===== src/rtl/wb_bus_arbiter.sv =====
// Two-master, one-slave Wishbone arbiter (icmu = master 0, dcmu = master 1).
// The grant is registered and is held for the whole cyc tenure, so bursts are
// never split. Contention is resolved round-robin.
// Optional feature: define ARB_TIMEOUT_EN to add a watchdog that flags a bus error
// after TIMEOUT_CYCLES stb cycles without ack/err.
//
// state | meaning
// IDLE  | no owner, all slave-side outputs low
// OWN0  | icmu owns the bus
// OWN1  | dcmu owns the bus
module wb_bus_arbiter #(
  parameter int TIMEOUT_CYCLES = 255
) (
  input  logic        clk,
  input  logic        rst,
  input  logic [1:0]  m_cyc_i,
  input  logic [1:0]  m_stb_i,
  input  logic [1:0]  m_we_i,
  input  logic [7:0]  m_sel_i,
  input  logic [59:0] m_addr_i,
  input  logic [5:0]  m_cti_i,
  input  logic [3:0]  m_bte_i,
  input  logic [63:0] m_data_i,
  output logic [31:0] m_data_o,
  output logic [1:0]  m_ack_o,
  output logic [1:0]  m_err_o,
  output logic        s_cyc_o,
  output logic        s_stb_o,
  output logic        s_we_o,
  output logic [3:0]  s_sel_o,
  output logic [29:0] s_addr_o,
  output logic [2:0]  s_cti_o,
  output logic [1:0]  s_bte_o,
  output logic [31:0] s_data_o,
  input  logic [31:0] s_data_i,
  input  logic        s_ack_i,
  input  logic        s_err_i,
  output logic [1:0]  grant_o
);

  typedef enum logic [1:0] {IDLE = 2'd0, OWN0 = 2'd1, OWN1 = 2'd2} state_t;

  state_t state;
  logic   last;      // master served most recently; loses the next contention
  logic   stb_raw;   // owner's stb before any timeout masking
  logic   tmo;       // watchdog fired this cycle

`ifdef ARB_TIMEOUT_EN
  localparam int CW = $clog2(TIMEOUT_CYCLES + 1);
  logic [CW-1:0] tmo_cnt;
  assign tmo = (state != IDLE) && stb_raw && !s_ack_i && !s_err_i &&
               (tmo_cnt == CW'(TIMEOUT_CYCLES - 1));
`else
  assign tmo = 1'b0;
`endif

  assign grant_o  = {state == OWN1, state == OWN0};
  assign m_data_o = s_data_i;
  assign m_ack_o  = {2{s_ack_i}} & grant_o;
  assign m_err_o  = {2{s_err_i | tmo}} & grant_o;

  // Slave-side mux: pass the owner's signals through, everything low when idle.
  always_comb begin
    stb_raw  = 1'b0;
    s_cyc_o  = 1'b0;
    s_stb_o  = 1'b0;
    s_we_o   = 1'b0;
    s_sel_o  = '0;
    s_addr_o = '0;
    s_cti_o  = '0;
    s_bte_o  = '0;
    s_data_o = '0;
    if (state == OWN0) begin
      stb_raw  = m_stb_i[0];
      s_cyc_o  = m_cyc_i[0];
      s_we_o   = m_we_i[0];
      s_sel_o  = m_sel_i[3:0];
      s_addr_o = m_addr_i[29:0];
      s_cti_o  = m_cti_i[2:0];
      s_bte_o  = m_bte_i[1:0];
      s_data_o = m_data_i[31:0];
    end else if (state == OWN1) begin
      stb_raw  = m_stb_i[1];
      s_cyc_o  = m_cyc_i[1];
      s_we_o   = m_we_i[1];
      s_sel_o  = m_sel_i[7:4];
      s_addr_o = m_addr_i[59:30];
      s_cti_o  = m_cti_i[5:3];
      s_bte_o  = m_bte_i[3:2];
      s_data_o = m_data_i[63:32];
    end
    s_stb_o = stb_raw;
    // A timed-out cycle is cut off on the slave side in the same cycle the error goes out.
    if (tmo) begin
      s_cyc_o = 1'b0;
      s_stb_o = 1'b0;
    end
  end

  // Ownership FSM: grant on request, hold until the owner drops cyc, hand over directly.
  always_ff @(posedge clk) begin
    if (rst) begin
      state <= IDLE;
      last  <= 1'b0;
    end else begin
      case (state)
        IDLE: begin
          if (m_cyc_i == 2'b01)      state <= OWN0;
          else if (m_cyc_i == 2'b10) state <= OWN1;
          else if (m_cyc_i == 2'b11) state <= last ? OWN0 : OWN1;
        end
        OWN0: begin
          if (!m_cyc_i[0] || tmo) begin
            last  <= 1'b0;
            state <= (m_cyc_i[1] && !tmo) ? OWN1 : IDLE;
          end
        end
        OWN1: begin
          if (!m_cyc_i[1] || tmo) begin
            last  <= 1'b1;
            state <= (m_cyc_i[0] && !tmo) ? OWN0 : IDLE;
          end
        end
        default: state <= IDLE;
      endcase
    end
  end

`ifdef ARB_TIMEOUT_EN
  // Watchdog: counts unanswered stb cycles of the current tenure.
  always_ff @(posedge clk) begin
    if (rst || state == IDLE || tmo || s_ack_i || s_err_i) begin
      tmo_cnt <= '0;
    end else if ((state == OWN0 && !m_cyc_i[0]) || (state == OWN1 && !m_cyc_i[1])) begin
      tmo_cnt <= '0;
    end else if (stb_raw) begin
      tmo_cnt <= tmo_cnt + 1'b1;
    end
  end
`endif

endmodule


===== config.mk =====
export PLATFORM = sky130hd
export DESIGN_NAME = wb_bus_arbiter
export DESIGN_NICKNAME = d
export VERILOG_FILES = /design/src/rtl/wb_bus_arbiter.sv
export SDC_FILE = /design/constraint.sdc
export NUM_CORES = 1
export LEC_CHECK = 0
export CAP_MARGIN = 20
export CORE_AREA = 4 4 114 116
export DETAILED_ROUTE_END_ITERATION = 7
export DIE_AREA = 0 0 118 120
export PLACE_DENSITY = 0.65
export SLEW_MARGIN = 30
export SYNTH_ARGS = -nofsm -noshare
export SYNTH_HDL_FRONTEND = slang
export SYNTH_SLANG_ARGS = --single-unit

===== constraint.sdc =====
create_clock -name clk -period 1.6 [get_ports clk]
set_input_delay 0.24 -clock clk [delete_from_list [all_inputs] [get_ports clk]]
set_output_delay 0.24 -clock clk [all_outputs]
set_load 0.01 [all_outputs]

# After elaboration in Yosys (flattened, before gate mapping)

Cells that the tools add are included.

Bits of input ports: 184
Flip-flop bits (word level): 3
Output and inout bits: 112
Word-level logic and storage cells: 44

Bitwise operators: 2
Reductions and logical operators: 4
Mux-type cells: 28
Eq/ne operators: 8

Operators by type and width:

| operator                                             | number |
|---|---|
| 2-to-1 mux 32 bit                                    | 2 |
| 2-to-1 mux 30 bit                                    | 2 |
| 2-to-1 mux 2 bit                                     | 9 |
| 2-to-1 mux 1 bit                                     | 9 |
| 2-to-1 mux 4 bit                                     | 2 |
| equality test 2 bit (second input constant)          | 3 |
| 2-to-1 mux 3 bit                                     | 2 |
| case mux 2 bit (3 select lines)                      | 1 |
| AND reduction 3 bit                                  | 2 |
| bitwise AND 2 bit                                    | 2 |
| equality test 2 x 1 -> 1 bit (second input constant) | 2 |
| != test 2 bit (second input constant)                | 2 |
| != test 4 bit (second input constant)                | 1 |
| zero test 2 bit                                      | 1 |
| case mux 1 bit (2 select lines)                      | 1 |
| nonzero test 2 bit                                   | 1 |

# Depth between registers and ports, before layout

Depth after elaboration: 5
Gate-level depth with buffers: 5
Gate-level depth less buffers: 3

# Least setup slack after synthesis

Ideal clock, no wire load.

Path kind: flip-flop to output port
Start: register state[1]
End: output port s_addr_o[26]
Setup slack: 265 ps
Stages on the path, launching flop included: 6
Data arrival time: 1,095 ps
Required time: 1,360 ps
Path buffers: 3
Cell sequence: dfxtp_1 > nor2b_1 > buf_2 > buf_6 > buf_6 > a22o_1

Longest elaborated chain between the ends: 3
Elaborated cells on any way between the ends: 4
Those cells by class: eq/ne: 2; mux: 2

RTL lines:

| element                | RTL line | text |
|---|---|---|
| from (decl)            | 43       | `state_t state;` |
| from (signal assigned) | 110      | `else if (m_cyc_i == 2'b11) state <= last ? OWN0 : OWN1;` |
| from (signal assigned) | 115      | `state <= (m_cyc_i[1] && !tmo) ? OWN1 : IDLE;` |
| from (signal assigned) | 121      | `state <= (m_cyc_i[0] && !tmo) ? OWN0 : IDLE;` |
| equality test 2 bit    | 82       | `end else if (state == OWN1) begin` |
| 2-to-1 mux 30 bit      | 82       |  |
| 2-to-1 mux 30 bit (*)  | 73       | `if (state == OWN0) begin` |
| to (decl)              | 31       | `output logic [29:0] s_addr_o,` |

Every way passes the cells marked *; elsewhere a longest branch is shown, timed or not.

# Worst setup path in the final report

Start: register state[1]
End: output port s_data_o[13]

Longest elaborated chain between the ends: 3
Elaborated cells on any way between the ends: 4
Those cells by class: eq/ne: 2; mux: 2

RTL lines:

| element               | RTL line | text |
|---|---|---|
| equality test 2 bit   | 82       |  |
| 2-to-1 mux 32 bit     | 82       |  |
| 2-to-1 mux 32 bit (*) | 73       |  |
| to (decl)             | 34       | `output logic [31:0] s_data_o,` |

Marked as above.

==> impl_metrics.py <==
metrics = {
    "run_status": {
        "status": "finished, violations left",
        "violations": "negative setup slack",
    },
    "cells_and_area": {
        "insertedDiodeCount": 0,
        "fillers": 1267,
        "fin_nets": 544,
        "drive_above_1_share_pct": 33.98,
        "syn_to_final_growth_pct": 218.1,
        "final_cells": 506,
        "multi_input_area_um2": 795.8,
        "regArea_um2": 62.56,
    },
    "grt": {
        "grt_overflow_total": 0,
        "grt_usage_pct": 14.52,
        "grt_max_degree": 17,
        "antenna_found_initial": 0,
        "grt_pass1_wl_um": 15610,
        "grt_pass1_vias": 2374,
    },
    "setup_path": {
        "path_class": "reg2out",
        "critical_path.most_common_cell": "buf_12",
        "slowest_delay_ns": 0.33,
        "worstSetupEndpoint": "s_data_o[13]",
        "cp_max_fo": 6,
        "cp_top_family": "buffers and inverters",
        "critPathArrivalTime_ns": 1.47,
        "worst_setup_path_start_kind": "register",
        "critPathRequiredTime_ns": 1.36,
        "crit_cells": 7,
        "cp-startpoint": "state[1]$_SDFFE_PP0P_",
        "critical_path.cell_chain": "buf_12 -> nor2b_4 -> buf_12 -> buf_12 -> buf_16 -> a22o_1 -> buf_6",
        "cp_num_buf_inv": 5,
        "regToRegEndpoint": "state[1]$_SDFFE_PP0P_",
        "crit_slowest_cell": "dfxtp_2",
        "cp-end-kind": "primary output",
        "r2r_start": "state[1]$_SDFFE_PP0P_",
        "rrSetupSlack_ns": 0.57,
        "reg2reg_depth": 5,
    },
    "die": {
        "rows": 40,
        "start_util_pct": 9.863,
        "die-area_um2": 14160,
        "ios": 296,
        "core_area_um2": 11910,
        "dieWidth_um": 118,
        "die_y_um": 120,
    },
    "cts": {
        "postCtsHoldBufs": 0,
        "clock_latency_ns": 0.22,
        "clkSinkCount": 3,
        "cts.reportedPaths.clkPinSlew_ns": 0.03,
        "numCtsBuffers": 3,
        "ctsRootBufferMaster": "clkbuf_16",
        "cts_tree": "yes",
        "htreeDepth": 1,
        "cts_buffer_depth": 2,
    },
    "routing": {
        "dr.pass1.iters": 4,
        "wl_per_cell_um": 21.92,
        "vias": 2199,
        "drt.antenna.violating_nets": 0,
        "remaining_drc_errors": 0,
        "via_per_inst": 4.346,
        "wl_um": 11090,
        "drt_iter0_markers": 53,
    },
    "power_and_ir_drop": {
        "p_total_uw": 1645,
        "total_leakage_power_uw": 0.001688,
        "p_per_area_nw_per_um2": 440.2,
        "max-vdd-ir-drop_v": 0.0003329,
    },
    "placed_design": {
        "dp_hpwl_um": 7525,
        "place_congestion": 0.7404,
        "io_buffers": 231,
        "post-place-ws_ns": -0.2867,
        "dp.cells": 479,
    },
    "flow_run": {
        "maxCapViolations": 0,
    },
    "synthesis": {
        "postSynthAreaPerCell_um2": 8.216,
        "synth_nets": 327,
        "syn_area_um2": 1175,
        "synth.distinct_cells": 13,
        "ys_warn_count": 0,
        "ys_seq_area_share_pct": 5.112,
        "postSynthCellCount": 143,
        "synth-seq-cells": 3,
    },
    "timing": {
        "fin_worst_skew_ns": 0.001095,
        "min_period_over_period_pct": 107.2,
        "fin_ws_ns": -0.1146,
        "fmax_mhz": 583.2,
        "finalSetupViolCount": 53,
        "tns_ns": -4.003,
        "worst_pin_slew_ns": 0.1581,
        "rsz0062_at_grt": "true",
        "hold_viol": 0,
        "maxSlewHeadroom_pct": 89.35,
        "whs_ns": 0.4800,
        "period_minus_slack_ns": 1.715,
        "slew_violations": 0,
    },
    "hold_path": {
        "hold_class": "in2out",
    },
}
-- worst min path at each step --
stage                 startpoint                 to  cells after the start
finish              s_data_i[10]       m_data_o[10]                      0
global route        s_data_i[10]       m_data_o[10]                      0
detailed placement   s_data_i[1]        m_data_o[1]                      0
CTS                  s_data_i[1]        m_data_o[1]                      0
global placement     s_data_i[1]        m_data_o[1]                      0
floorplan                    rst  last$_SDFFE_PP0P_                      1
-- registers in the layout (all words and copies together), names as in the netlist --
name and cells:
last 1, state 2
-- kinds of logic after synthesis --
kind of cell           count (synthesis)  synth area share, %
flip-flops                             3                5.112
AND/OR/NAND/NOR                       11                6.070
AO/OA/AOI/OAI                         79                57.72
buffers and inverters                 50                31.10
-- through the flow --
stage | util, % | instance area [um2]
after detailed placement | 28.78 | 3428
after global routing | 31.38 | 3737
after global placement | 28.78 | 3428
after floorplan | - | 1175
final | 31.38 | 3737
after CTS | 30.66 | 3652
-- cell usage after synthesis --
library cell | instances | share of area [%]
and2_1 | 4 | 2.1
buf_2 | 10 | 4.3
o22ai_1 | 2 | 1.1
buf_4 | 36 | 23
buf_6 | 4 | 3.8
nor2_1 | 1 | 0.32
and3b_1 | 2 | 1.5
a21oi_1 | 1 | 0.43
o21ai_0 | 1 | 0.43
nor2b_1 | 4 | 2.1
o21bai_1 | 1 | 0.64
a22o_1 | 74 | 55
dfxtp_1 | 3 | 5.1
-- repair_timing --
| item | 4_1_cts | 5_1_grt |
|---|---|---|
| endpoints found under the setup margin | 80 | 80 |
| buffers inserted | 9 | 0 |
| resized for setup | 335 | 14 |
| gates cloned | 13 | 1 |
| pin swaps | 23 | 11 |
-- cell usage in the layout, fill, tap and decap left out, types with 2 or more instances in the layout --
master and count:
a22o_4 3, a22o_1 71, and2_1 2, buf_4 5, and2_4 2, buf_6 12
buf_12 9, clkdlybuf4s50_1 151, dfxtp_2 2, o22ai_1 2, and3b_1 2, nor2b_4 2
nor2b_1 2, clkbuf_16 4, buf_16 13, buf_2 69
-- final cells by class --
class                   count  share of cell area [%]
clock buffers               4                   2.109
multi-input cells          90                   21.29
flip-flops and latches      3                   1.674
well taps                 147                   4.921
repair buffers            262                   70.00
-- routing by layer --
metal | up-vias | track usage [%] | part of all wire [%]
li1 | 974 | - | -
met5 | - | 0 | 0
met2 | 171 | 28.24 | 52
met3 | 21 | 5.137 | 10
met1 | 1033 | 14.97 | 36
met4 | 0 | 2.857 | 1.3
-- worst register-to-register path: stages, from the launching register on --
cell and delay, ns:
dfxtp_2 0.33, buf_12 0.12, buf_4 0.14, nor2b_1 0.10, o22ai_1 0.07, and3b_1 0.16
-- power by group --
| part | internal (uW) | switching (uW) |
|---|---|---|
| registers | 82.0 | 6.53 |
| clock network | 329 | 68.3 |
| logic | 746 | 413 |
| total | 1160 | 488 |
Power figures use the tool's default switching activity.
